**src/rtl/bounded_updown_counter_pkg.sv**
```systemverilog
// Shared constants for the bounded up/down counter: mode encodings and
// the encodings of the up_down control.
package bounded_updown_counter_pkg;

   localparam logic MODE_WRAP = 1'b0;
   localparam logic MODE_SAT  = 1'b1;

   localparam logic DIR_DOWN  = 1'b0;
   localparam logic DIR_UP    = 1'b1;

endpackage

```
**src/rtl/bounded_updown_counter_tick_prescaler.sv**
```systemverilog
// Divides enabled cycles by PRESCALE and emits a one-cycle tick on the last
// cycle of each group; clear restarts the group from zero.
module tick_prescaler #(
   parameter int PRESCALE = 1
) (
   input  logic clk,
   input  logic rst,
   input  logic enable,
   input  logic clear,
   output logic tick
);

   // A one-bit phase register is kept even when PRESCALE is 1; it simply stays at 0.
   localparam int PW = (PRESCALE > 1) ? $clog2(PRESCALE) : 1;

   logic [PW-1:0] phase;

   assign tick = enable && (phase == PW'(PRESCALE - 1));

   always_ff @(posedge clk or posedge rst) begin
      if (rst) begin
         phase <= '0;
      end else if (clear || tick) begin
         phase <= '0;
      end else if (enable) begin
         phase <= phase + 1'b1;
      end
   end

endmodule

```
**src/rtl/bounded_updown_counter.sv**
```systemverilog
// Up/down counter with programmable inclusive bounds, wrap or saturate
// behaviour at the limits, clamped loads and a prescaled count tick.
module bounded_updown_counter
   import bounded_updown_counter_pkg::*;
#(
   parameter int WIDTH    = 8,
   parameter int STEP_W   = 4,
   parameter int PRESCALE = 1
) (
   input  logic              clk,
   input  logic              rst,
   input  logic              enable,
   input  logic              up_down,
   input  logic              mode,
   input  logic [STEP_W-1:0] step,
   input  logic [WIDTH-1:0]  min_val,
   input  logic [WIDTH-1:0]  max_val,
   input  logic              load,
   input  logic [WIDTH-1:0]  load_data,
   output logic [WIDTH-1:0]  count,
   output logic              at_min,
   output logic              at_max,
   output logic              tc,
   output logic              cfg_err
);

   // Two guard bits: one for carry past the top, one for sign below zero.
   localparam int CW = WIDTH + 2;

   logic                 tick;
   logic signed [CW-1:0] count_s;
   logic signed [CW-1:0] step_s;
   logic signed [CW-1:0] min_s;
   logic signed [CW-1:0] max_s;
   logic signed [CW-1:0] cand;
   logic [WIDTH-1:0]     count_next;
   logic                 tc_next;

   tick_prescaler #(
      .PRESCALE(PRESCALE)
   ) u_prescaler (
      .clk    (clk),
      .rst    (rst),
      .enable (enable),
      .clear  (load),
      .tick   (tick)
   );

   assign at_min  = (count == min_val);
   assign at_max  = (count == max_val);
   assign cfg_err = (min_val > max_val);

   always_comb begin
      count_s    = signed'({2'b00, count});
      step_s     = signed'({{(CW - STEP_W){1'b0}}, step});
      min_s      = signed'({2'b00, min_val});
      max_s      = signed'({2'b00, max_val});
      cand       = (up_down == DIR_UP) ? (count_s + step_s) : (count_s - step_s);
      count_next = count;
      tc_next    = 1'b0;

      if (load) begin
         if (!cfg_err) begin
            if (load_data > max_val) begin
               count_next = max_val;
            end else if (load_data < min_val) begin
               count_next = min_val;
            end else begin
               count_next = load_data;
            end
         end
      end else if (tick && !cfg_err) begin
         // An out-of-range count (bounds moved under it) is pulled back silently first.
         if (count > max_val) begin
            count_next = max_val;
         end else if (count < min_val) begin
            count_next = min_val;
         end else if (step != '0) begin
            if ((up_down == DIR_UP) && (cand > max_s)) begin
               count_next = (mode == MODE_WRAP) ? min_val : max_val;
               tc_next    = 1'b1;
            end else if ((up_down == DIR_DOWN) && (cand < min_s)) begin
               count_next = (mode == MODE_WRAP) ? max_val : min_val;
               tc_next    = 1'b1;
            end else begin
               count_next = cand[WIDTH-1:0];
            end
         end
      end
   end

   always_ff @(posedge clk or posedge rst) begin
      if (rst) begin
         count <= '0;
         tc    <= 1'b0;
      end else begin
         count <= count_next;
         tc    <= tc_next;
      end
   end

endmodule

```
**config.mk**
```make
export PLATFORM = sky130hd
export DESIGN_NAME = bounded_updown_counter
export DESIGN_NICKNAME = d
export VERILOG_FILES = /design/src/rtl/bounded_updown_counter_pkg.sv /design/src/rtl/bounded_updown_counter_tick_prescaler.sv /design/src/rtl/bounded_updown_counter.sv
export SDC_FILE = /design/constraint.sdc
export NUM_CORES = 1
export LEC_CHECK = 0
export ABC_AREA = 1
export CORE_UTILIZATION = 51
export CTS_CLUSTER_DIAMETER = 120
export CTS_CLUSTER_SIZE = 30
export DETAILED_ROUTE_END_ITERATION = 16
export PLACE_DENSITY = 0.81
export SLEW_MARGIN = 15
export SYNTH_ARGS = -nofsm -noshare
export SYNTH_HDL_FRONTEND = slang
export SYNTH_HIERARCHICAL = 1
export SYNTH_SLANG_ARGS = --single-unit
```
**constraint.sdc**
```tcl
create_clock -name clk -period 2.5 [get_ports clk]
set_input_delay 0.5 -clock clk [delete_from_list [all_inputs] [get_ports clk]]
set_output_delay 0.5 -clock clk [all_outputs]
set_load 0.01 [all_outputs]
```
==> results.toml, run 1 <==
[place]
gp_congestion = 0.9802
place_hpwl_mm = 10.20
placed_cell_area_um2 = 4474
io_buffers = 45
placed_cells = 713

[sta]
grt-worst-endpoint = "count[3]$_DFFE_PP0P_/D"
worstEpCategory = "sequential cell input"

[synth]
async_flop_share_pct = 100.0
syn-cell-area_um2 = 3074
syn_avg_cell_area_um2 = 6.088
synth_area_leader_cell = "ha_1"
synth_top_area_share_pct = 25.64
synth-edff-count = 0
seq_area_frac_synth_pct = 8.140
ys.flop_type = "dfrtp_1"
yosysWarnings = 6
syn-num-nets = 604
syn_inst = 505
synth_common_cells = "nand2_1, inv_1, ha_1, nand3_1, nor2_1"
synth_area_leaders = "ha_1, nand2_1, nand3_1"
synth-seq-cells = 10
synth_cell_types = 37
synth.most_common_cell = "nand2_1"

[floorplanning]
num_rows = 27
die_h_um = 79.64
die_w_um = 79.64
start_util_pct = 54.49
ios = 46

[clock_tree]
cts-root-buf = "clkbuf_8"
cts-buffers-inserted = 3
clkSinkCount = 10
cts_buffer_depth = 2
htreeDepth = 1
cts_hold_buf = 0

[status]
first-error = "[ERROR GRT-0232] Routing congestion too high. Check the congestion heatmap in the GUI."
haltStage = "global routing (5_1_grt)"
run_status = "aborted with a tool error"

[grt]
grt_usage_pct = 67.37
grt_overflow_total = 13
grt_max_degree = 33
[per-layer routing]
layer,GRT usage [%],overflow
met3,46.97,1
met1,64.50,0
met4,70.18,5
met2,90.51,7
met5,7.273,0
[through the flow]
stage	hold WS [ns]	TNS (ns)	setup slack (ns)	util, %
3_5_place_dp	0.5320	-11.85	-1.300	79.31
3_3_place_gp	0.4964	-10.98	-1.184	79.31
2_1_floorplan	0.2287	-1.611	-0.2083	-
4_1_cts	0.4759	-5.476	-0.6540	85.58
[what timing repair did]
| item | in CTS |
|---|---|
| setup endpoints to repair | 12 |
| cloned | 0 |
| pin swaps | 34 |
| buffers inserted | 12 |
| gates resized for setup | 79 |
[kinds of logic after synthesis]
kind of cell	synth area share (%)
fa+ha+maj	26.94
buf+inv	10.09
compound gates	14.41
flops	8.140
simple gates	40.13
xor+xnor	0.2850
==> run 2, diff against run 1 <==
CORE_UTILIZATION = 40   (was 51)
CTS_CLUSTER_DIAMETER = default   (was 120)
CTS_CLUSTER_SIZE = default   (was 30)
PLACE_DENSITY = default   (was 0.81)
PLACE_DENSITY_LB_ADDON = 0.15   (was default)
clock period = 3.25 ns   (was 2.5 ns; I/O delays follow)
==> run 2 against run 1 <==
- the flow now finishes without violations
- area after synthesis unchanged
- synthesized cell count unchanged
==> results.toml, run 2 <==
[status]
run_status = "finished, final reports clean"

[pwr]
p_per_area_nw_per_um2 = 636.4
p_clk_share_pct = 5.3
p_leak_uw = 0.002475
finalPower_uw = 3043
pwr-share-comb_pct = 85.4
ir_drop_mv = 0.4071
p_seq_share_pct = 9.4
p_sw_share_pct = 51.86
internal-power_uw = 1465
p_switching_uw = 1578

[detailed_routing]
wire_per_inst_um = 16.57
wl_met2_mm = 5.826
wl_met1_mm = 5.230
drc = 0
first_pass_iters = 5
wl_met3_um = 728
drtIter0Drc = 224
num_vias = 3883
drt-total-wl_mm = 12.18
routed.top_layer = "met4"
vias_per_cell = 5.283
ant_nets = 0

[synth]
async_flop_share_pct = 100.0
syn-cell-area_um2 = 3074
syn_inst = 505
synth_top_area_share_pct = 25.64
synth_area_leaders = "ha_1, nand2_1, nand3_1"
syn-num-nets = 604
ys.flop_type = "dfrtp_1"
seq_area_frac_synth_pct = 8.140
yosysWarnings = 6
synth.most_common_cell = "nand2_1"
synth-edff-count = 0
synth_common_cells = "nand2_1, inv_1, ha_1, nand3_1, nor2_1"
synth_cell_types = 37
synth_area_leader_cell = "ha_1"
synth-seq-cells = 10
syn_avg_cell_area_um2 = 6.088

[sta]
rsz0062_at_grt = "true"
slew_viol_final = 0
fin_worst_skew_ns = 0.006435
worst_pin_slew_ns = 0.4599
fmax_ghz = 0.3156
hold_ws_ns = 0.5248
max-slew-margin-rel_pct = 69.23
report.final.setup_viol = 0
finalCritPeriodShare_pct = 97.50
tns_ns = 0
hold_viol = 0
fin_crit_ns = 3.169

[finish]
antenna_cells = 0
layout_commonest_cell = "nand2_1"
layout_common_cells = "nand2_1, buf_4, inv_1"
regMostFlops = "count"
drive_gt1_share_pct = 29.87
largest_register_ffs = 8
final_area_um2 = 4781
fin_nets = 736
reg.largest.list = "count: 8 flops, tc: 1 flops, u_prescaler/phase: 1 flops"
syn_to_final_growth_pct = 55.52

[floorplanning]
start_util_pct = 41.94
coreArea_um2 = 7331
die_w_um = 89.67
ios = 46
dieArea_um2 = 8040
die_h_um = 89.67
num_rows = 31

[clock_tree]
insertion_delay_ns = 0.24
cts_buffer_depth = 2
htreeDepth = 1
cts_tree = "built"
cts-buffers-inserted = 3
clk_pin_slew_worst_paths_ns = 0.05
clkSinkCount = 10
cts-root-buf = "clkbuf_8"

[worst_setup_path]
cp_data_arrival_time_ns = 3.30
crit_path_start_kind = "input pin"
critPathMaxFanout = 8
crit_type = "in -> reg"
worstSetupEndpointType = "flop"
worstPathRequired_ns = 3.38

[place]
io_buffers = 45
placed_cell_area_um2 = 4240
place_hpwl_mm = 9.595
gp_congestion = 0.9723

[min_path]
min_path_type = "reg -> reg"

[grt]
antenna_found_initial = 0
grt_max_degree = 33
grt_usage_pct = 30.23
grt_overflow_total = 0
first_global_vias = 3643
grt_first_pass_wirelength_mm = 17.90

[run]
drv_cap = 0
## run 2: cell counts after synthesis
Identical to the previous run, type by type.
## run 2: logic make-up (layout without fill, tap and decap cells)
logic type      after synthesis  after routing  synth area share, %
simple gates                278            278                40.13
buf+inv                      79            210                10.09
compound gates               72             72                14.41
fa+ha+maj                    65             65                26.94
flops                        10             10                8.140
xor+xnor                      1              1               0.2850
## run 2: path summary, 6_finish.rpt
path                                                    start                             to  slack, ns  cells past startpoint
worst min-delay path            u_prescaler/phase$_DFFE_PP0P_  u_prescaler/phase$_DFFE_PP0P_       0.52                      2
min in group asynchronous                                 rst  u_prescaler/phase$_DFFE_PP0P_       0.59                      2
worst min register to register  u_prescaler/phase$_DFFE_PP0P_  u_prescaler/phase$_DFFE_PP0P_       0.52                      2
worst max-delay path                                  step[2]           count[2]$_DFFE_PP0P_       0.08                     23
max in group asynchronous                                 rst           count[4]$_DFFE_PP0P_       2.25                      2
worst max register to register           count[0]$_DFFE_PP0P_           count[2]$_DFFE_PP0P_       0.15                     26
## run 2: worst max-delay path: stages
cell           delay (ns)
dlygate4sd2_1        0.24
inv_2                0.06
ha_4                 0.25
a21oi_1              0.15
nand2_1              0.11
nand2_1              0.09
nand2_1              0.07
nand3_1              0.13
nand2_4              0.10
ha_4                 0.26
a21oi_1              0.20
nand3_1              0.12
nand2_1              0.07
nand2_1              0.05
nand2_2              0.08
nand2_4              0.10
buf_4                0.15
nand3_1              0.07
nand3_2              0.11
nand2_2              0.09
nand3_2              0.07
nand2_1              0.06
inv_1                0.04
## run 2: cell type report
cell class                      count  area, µm²
Multi-Input combinational cell    416       2882
Fill cell                         682       2550
Timing Repair Buffer              135       1201
Inverter                           71      269.0
Sequential cell                    10      250.2
Tap cell                           99      123.9
Clock buffer                        4      55.05
## run 2: layer usage
layer  up-vias  GRT usage (%)
li1       1935              -
met1      1773          39.24
met2       139          52.69
met3        36          2.468
met4         0          10.10
met5         -              0
## run 2: power groups by stage
stage	combinational (µW)	sequential, µW	clock [µW]
after floorplan	1200	255	0
after global placement	1970	268	0
after global routing	2850	289	167
after detailed placement	2000	266	0
final	2600	285	160
after CTS	2170	272	163
## run 2: stage by stage
step           instances  util [%]  worst slack, ns
6_report             735     65.22          0.08127
5_1_grt              735     65.22         -0.05700
4_1_cts              726     60.81          0.01499
3_5_place_dp         719     57.84          -0.7224
3_3_place_gp         719     57.84          -0.6678
2_1_floorplan        505         -           0.3124
## run 2: timing repair
item,4_1_cts,5_1_grt
hold buffers,0,0
endpoints found under the setup margin,11,10
pin swaps,15,36
resized for setup,40,68
setup buffers,3,9
cloned,0,0
Note: power is estimated with default switching activity, not from simulation.
==> run 3, diff against run 2 <==
CAP_MARGIN = 10   (was default)
==> results of run 3 <==
No change in the layout: final DEF, timing and power equal those of run 2.
